**src/rtl/fifo_ctrl_pkg.sv**
```systemverilog
// Shared constants and helpers for the FIFO producer arbiter.
package fifo_ctrl_pkg;

    localparam int default_num_req = 4;
    localparam int default_bits    = 16;
    localparam int default_depth   = 8;

    // Smallest r with 2**r >= value; clog2(depth+1) sizes the occupancy count.
    function automatic int clog2(input int value);
        int r;
        r = 0;
        while ((1 << r) < value) begin
            r = r + 1;
        end
        return r;
    endfunction

    // Width of a producer index; never zero so single-producer builds still elaborate.
    function automatic int index_width(input int n);
        return (n > 1) ? clog2(n) : 1;
    endfunction

endpackage

```
**src/rtl/fifo_rr_arbiter_rr_pick.sv**
```systemverilog
// Combinational round-robin picker: first asserted request at or after ptr, wrapping.
module rr_pick
    import fifo_ctrl_pkg::*;
#(
    parameter int num_req = default_num_req,
    parameter int pw      = index_width(default_num_req)
) (
    input  logic [num_req-1:0] req,
    input  logic [pw-1:0]      ptr,
    input  logic               enable,
    output logic [num_req-1:0] gnt,
    output logic [pw-1:0]      idx,
    output logic               valid
);

    // Scan candidates ptr, ptr+1, ... modulo num_req and take the first requester.
    always_comb begin
        int s;
        logic [pw-1:0] cand;
        gnt   = '0;
        idx   = '0;
        valid = 1'b0;
        s     = 0;
        cand  = '0;
        for (int k = 0; k < num_req; k++) begin
            s = int'(ptr) + k;
            if (s >= num_req) begin
                s = s - num_req;
            end
            cand = pw'(s);
            if (enable && !valid && req[cand]) begin
                gnt[cand] = 1'b1;
                idx       = cand;
                valid     = 1'b1;
            end
        end
    end

endmodule

```
**src/rtl/fifo_rr_arbiter.sv**
```systemverilog
// Round-robin arbiter feeding one fifo_flops instance from several producers.
// count tracks entries committed (in the FIFO plus the registered push in flight),
// so grants stop before the FIFO can ever be pushed while full.
module fifo_rr_arbiter
    import fifo_ctrl_pkg::*;
#(
    parameter int num_req = default_num_req,
    parameter int bits    = default_bits,
    parameter int depth   = default_depth
) (
    input  logic                          clk,
    input  logic                          rst,
    input  logic [num_req-1:0]            req,
    input  logic [num_req*bits-1:0]       din_req,
    output logic [num_req-1:0]            gnt,
    input  logic                          pop,
    input  logic                          pndng,
    input  logic                          full,
    output logic                          push,
    output logic [bits-1:0]               Din,
    output logic [clog2(depth+1)-1:0]     count,
    output logic                          err
);

    localparam int cw = clog2(depth + 1);
    localparam int pw = index_width(num_req);

    logic [pw-1:0]   ptr_reg;
    logic [pw-1:0]   ptr_next;
    logic [cw-1:0]   count_reg;
    logic [cw-1:0]   count_next;
    logic            push_reg;
    logic [bits-1:0] din_reg;
    logic            err_reg;

    logic            can_grant;
    logic            valid_pop;
    logic            pick_valid;
    logic [pw-1:0]   pick_idx;
    logic [bits-1:0] din_arr [num_req];

    // Unpack the flat producer data bus into one word per producer.
    generate
        for (genvar gi = 0; gi < num_req; gi++) begin : g_unpack
            assign din_arr[gi] = din_req[gi*bits +: bits];
        end
    endgenerate

    // Gating on rst keeps gnt low while reset is held.
    assign can_grant = rst && (count_reg < cw'(depth));
    assign valid_pop = pop && pndng;

    rr_pick #(
        .num_req (num_req),
        .pw      (pw)
    ) u_pick (
        .req     (req),
        .ptr     (ptr_reg),
        .enable  (can_grant),
        .gnt     (gnt),
        .idx     (pick_idx),
        .valid   (pick_valid)
    );

    // Next pointer and committed-entry count from this cycle's grant and pop.
    always_comb begin
        ptr_next   = ptr_reg;
        count_next = count_reg;
        if (pick_valid) begin
            ptr_next = (int'(pick_idx) == num_req - 1) ? '0 : pick_idx + pw'(1);
        end
        if (pick_valid && !valid_pop) begin
            count_next = count_reg + cw'(1);
        end else if (!pick_valid && valid_pop && (count_reg != '0)) begin
            count_next = count_reg - cw'(1);
        end
    end

    // Arbitration state, registered push/data toward the FIFO, sticky error.
    always_ff @(posedge clk or negedge rst) begin
        if (!rst) begin
            ptr_reg   <= '0;
            count_reg <= '0;
            push_reg  <= 1'b0;
            din_reg   <= '0;
            err_reg   <= 1'b0;
        end else begin
            ptr_reg   <= ptr_next;
            count_reg <= count_next;
            push_reg  <= pick_valid;
            if (pick_valid) begin
                din_reg <= din_arr[pick_idx];
            end
            if ((push_reg && full) || (pop && !pndng)) begin
                err_reg <= 1'b1;
            end
        end
    end

    assign push  = push_reg;
    assign Din   = din_reg;
    assign count = count_reg;
    assign err   = err_reg;

endmodule

```
**config.mk**
```make
export PLATFORM = sky130hd
export DESIGN_NAME = fifo_rr_arbiter
export DESIGN_NICKNAME = d
export VERILOG_FILES = /design/src/rtl/fifo_ctrl_pkg.sv /design/src/rtl/fifo_rr_arbiter_rr_pick.sv /design/src/rtl/fifo_rr_arbiter.sv
export SDC_FILE = /design/constraint.sdc
export NUM_CORES = 1
export LEC_CHECK = 0
export CAP_MARGIN = 20
export CORE_MARGIN = 5
export CORE_UTILIZATION = 43
export DETAILED_ROUTE_END_ITERATION = 10
export PLACE_DENSITY = 0.81
export SETUP_SLACK_MARGIN = 0.1
export SLEW_MARGIN = 20
export SYNTH_ARGS = -nofsm -noshare
export SYNTH_HDL_FRONTEND = slang
export SYNTH_SLANG_ARGS = --single-unit
```
**constraint.sdc**
```tcl
create_clock -name clk -period 3.1 [get_ports clk]
set_input_delay 0.31 -clock clk [delete_from_list [all_inputs] [get_ports clk]]
set_output_delay 0.31 -clock clk [all_outputs]
set_load 0.1 [all_outputs]
```
==> impl_metrics.env <==
export IMPL_hold_worst_slack_ns=0.470
export IMPL_finalPower_uw=3850
export IMPL_clk_path_buf_depth=2
export IMPL_r2r_start="ptr_reg[0]"
export IMPL_drive_above_1_share_pct=18.7
export IMPL_final_net_count=445
export IMPL_num_antenna_cells=0
export IMPL_worstSkewPairLatency_ns=0.27
export IMPL_start_util_pct=44.9
export IMPL_die_h_um=83.7
export IMPL_ys_top_cells_by_area="dfrtp_1 (26%), a221oi_2 (9.0%), and2_1 (8.6%), o211ai_1 (6.1%), nor2_1 (4.0%)"
export IMPL_worstRegToRegCells=9
export IMPL_synth_edf_count=0
export IMPL_synth_top_family_by_area="compound AO/OA/AOI/OAI gates"
export IMPL_synthesis_nets=353
export IMPL_pwr_share_seq_pct=15.2
export IMPL_die_w_um=83.7
export IMPL_place_gp_congestion=0.857
export IMPL_final_util_pct=66.6
export IMPL_netlist_instances=273
export IMPL_worst_slack_ns=0.314
export IMPL_peakVddDrop_v=0.000614
export IMPL_crit_start="ptr_reg[0]"
export IMPL_clkPwrFrac_pct=5.6
export IMPL_port_buffer_count=98
export IMPL_ant_nets=0
export IMPL_clock_sinks=24
export IMPL_worstReg2RegEnd="Din[0]"
export IMPL_maxSlewViolCount=0
export IMPL_wl_per_cell_um=16.2
export IMPL_fp_dieArea_um2=7000
export IMPL_nFillCells=433
export IMPL_r2r_slack_ns=0.64
export IMPL_power_leakage_uw=0.00128
export IMPL_async_reset_ff_share_pct=100
export IMPL_grt_pass1_vias=2358
export IMPL_grt_usage_pct=19.3
export IMPL_synth_compound_area_share_pct=30.6
export IMPL_largest_reg_flops=16
export IMPL_vias_per_cell=5.62
export IMPL_firstDrtPassIters=4
export IMPL_drc=0
export IMPL_grt_overflow_total=0
export IMPL_yosysTopAreaCell="dfrtp_1"
export IMPL_start_kind="flop"
export IMPL_fp_coreArea_um2=5200
export IMPL_drv_cap=0
export IMPL_required_ns=2.79
export IMPL_syn2layout_area_growth_pct=48.6
export IMPL_rows=26
export IMPL_synth_area_um2=2330
export IMPL_muxShareOfSynthArea_pct=2.52
export IMPL_synthFlopType="dfrtp_1"
export IMPL_wirelength_mm=7.02
export IMPL_seqCellArea_um2=602
export IMPL_setup_violations=0
export IMPL_antenna_found_initial=0
export IMPL_critPathKind="flop to output pin"
export IMPL_hpwl_mm=5.34
export IMPL_final_common_cell="clkdlybuf4s50_1"
export IMPL_ys_seq_area_share_pct=25.7
export IMPL_worstSetupEndpoint="gnt[2]"
export IMPL_cp_max_fo=9
export IMPL_ys_warn_count=0
export IMPL_p_switching_uw=2220
export IMPL_cts_tree="built"
export IMPL_yosys_area_share_simple_pct=27.8
export IMPL_skew_ns=0.00546
export IMPL_multi_input_area_um2=1590
export IMPL_grt_pass1_wl_mm=11.3
export IMPL_pin_count=99
export IMPL_relSlewSlack_pct=33.1
export IMPL_cts_root_buf="clkbuf_8"
export IMPL_max_freq_mhz=359
export IMPL_cts_clk_slew_worst_paths_ns=0.09
export IMPL_h_tree_depth=1
export IMPL_synth_seq_cells=24
export IMPL_p_per_area_nw_per_um2=1110
export IMPL_cts_buffers=3
export IMPL_syn_area_per_cell_um2=8.55
export IMPL_synth_distinct_cells=50
export IMPL_p_sw_share_pct=57.7
export IMPL_comb_power_share_pct=79.1
export IMPL_grt_max_degree=33
export IMPL_synthAdderAreaFrac_pct=4.07
export IMPL_intPower_uw=1630
export IMPL_rsz0062_at_grt="no"
export IMPL_fin_crit_ns=2.79
export IMPL_finalHoldViolations=0
export IMPL_finalSetupTns_ns=0
export IMPL_pre_cts_ws_ns=0.304
export IMPL_endpoint_kind="output pin"
export IMPL_tightest_slew_ns=1.00
export IMPL_hold_class="input pin to asynchronous set/reset pin"
export IMPL_vias=2438
export IMPL_final_cell_mix="clkdlybuf4s50_1 (87), and2_1 (32), nor2_1 (25)"
export IMPL_synth_top_area_share_pct=25.7
export IMPL_min_period_over_period_pct=89.9
export IMPL_status="complete, no violations"
export IMPL_cp_arrival_ns=2.48
export IMPL_synth_xor_area_share_pct=1.13
export IMPL_drtIter0Drc=73
cell usage after synthesis, types with 3 or more instances:
cell	count
and2_1	32
nor2_1	25
dfrtp_1	24
o211ai_1	19
nand2_1	15
o22ai_1	15
or2_2	15
a221oi_2	14
o21ai_1	10
o21ai_0	9
nor3_1	8
a21oi_1	7
buf_2	7
buf_6	7
inv_1	7
ha_1	6
a22oi_1	4
clkbuf_1	4
nand3b_1	4
nor4_1	3
xnor2_1	3
repair_timing:
item,CTS,global route
setup buffers,0,1
hold buffers,0,0
resized for setup,1,3
setup endpoints to repair,4,4
endpoints found under the hold margin,0,0
final cells by class:
class	instances	area share, %
multi-input combinational	221	45.8
timing repair buffer	108	31.8
sequential	24	17.4
tap	70	2.53
clock buffer	4	1.59
inverter	7	0.902
cells by family after synthesis:
kind of cell               Yosys count
and+or+nand+nor                    117
AOI/OAI and AO/OA                   90
buffers and inverters               28
DFF                                 24
adders and majority gates            7
muxes                                4
xor gates and xnor gates             3
worst max-delay path, cell delays in order (launching register included):
cell and delay [ns]:
dfrtp_1 0.42, inv_6 0.07, ha_4 0.33, mux2_4 0.32, nor2_1 0.09, a21oi_1 0.07, a2111oi_4 0.39, a22oi_1 0.13
o211ai_1 0.16, buf_12 0.22
per-stage QoR:
| step | cells | cell area, um^2 |
|---|---|---|
| global placement | 429 | 3380 |
| global route | 434 | 3470 |
| finish | 434 | 3470 |
| floorplan | 273 | 2370 |
| detailed placement | 429 | 3380 |
| CTS | 433 | 3440 |
how the worst min path moves through the flow:
stage / slack [ns] / startpoint / depth (start not counted) / to
global placement: 0.48 / err / 1 / err
global route: 0.50 / rst / 2 / Din[9]
finish: 0.47 / rst / 2 / Din[12]
floorplan: 0.01 / rst / 0 / Din[0]
detailed placement: 0.49 / err / 1 / err
CTS: 0.47 / rst / 2 / Din[6]
power groups by stage:
| stage | combinational, uW | clock, uW | sequential (uW) |
|---|---|---|---|
| floorplan | 1410 | 0 | 1540 |
| global placement | 2940 | 0 | 600 |
| detailed placement | 2990 | 0 | 606 |
| CTS | 2990 | 223 | 604 |
| global route | 3230 | 236 | 608 |
| finish | 3050 | 217 | 587 |
metal layers:
layer | track usage [%] | vias up | routed length, um
li1 | - | 1190 | -
met1 | 24.3 | 1161 | 3070
met2 | 33.5 | 77 | 3430
met3 | 2.96 | 10 | 340
met4 | 6.14 | 0 | 172
met5 | 0 | - | 0
No activity file was read; power rests on OpenSTA's default activity.
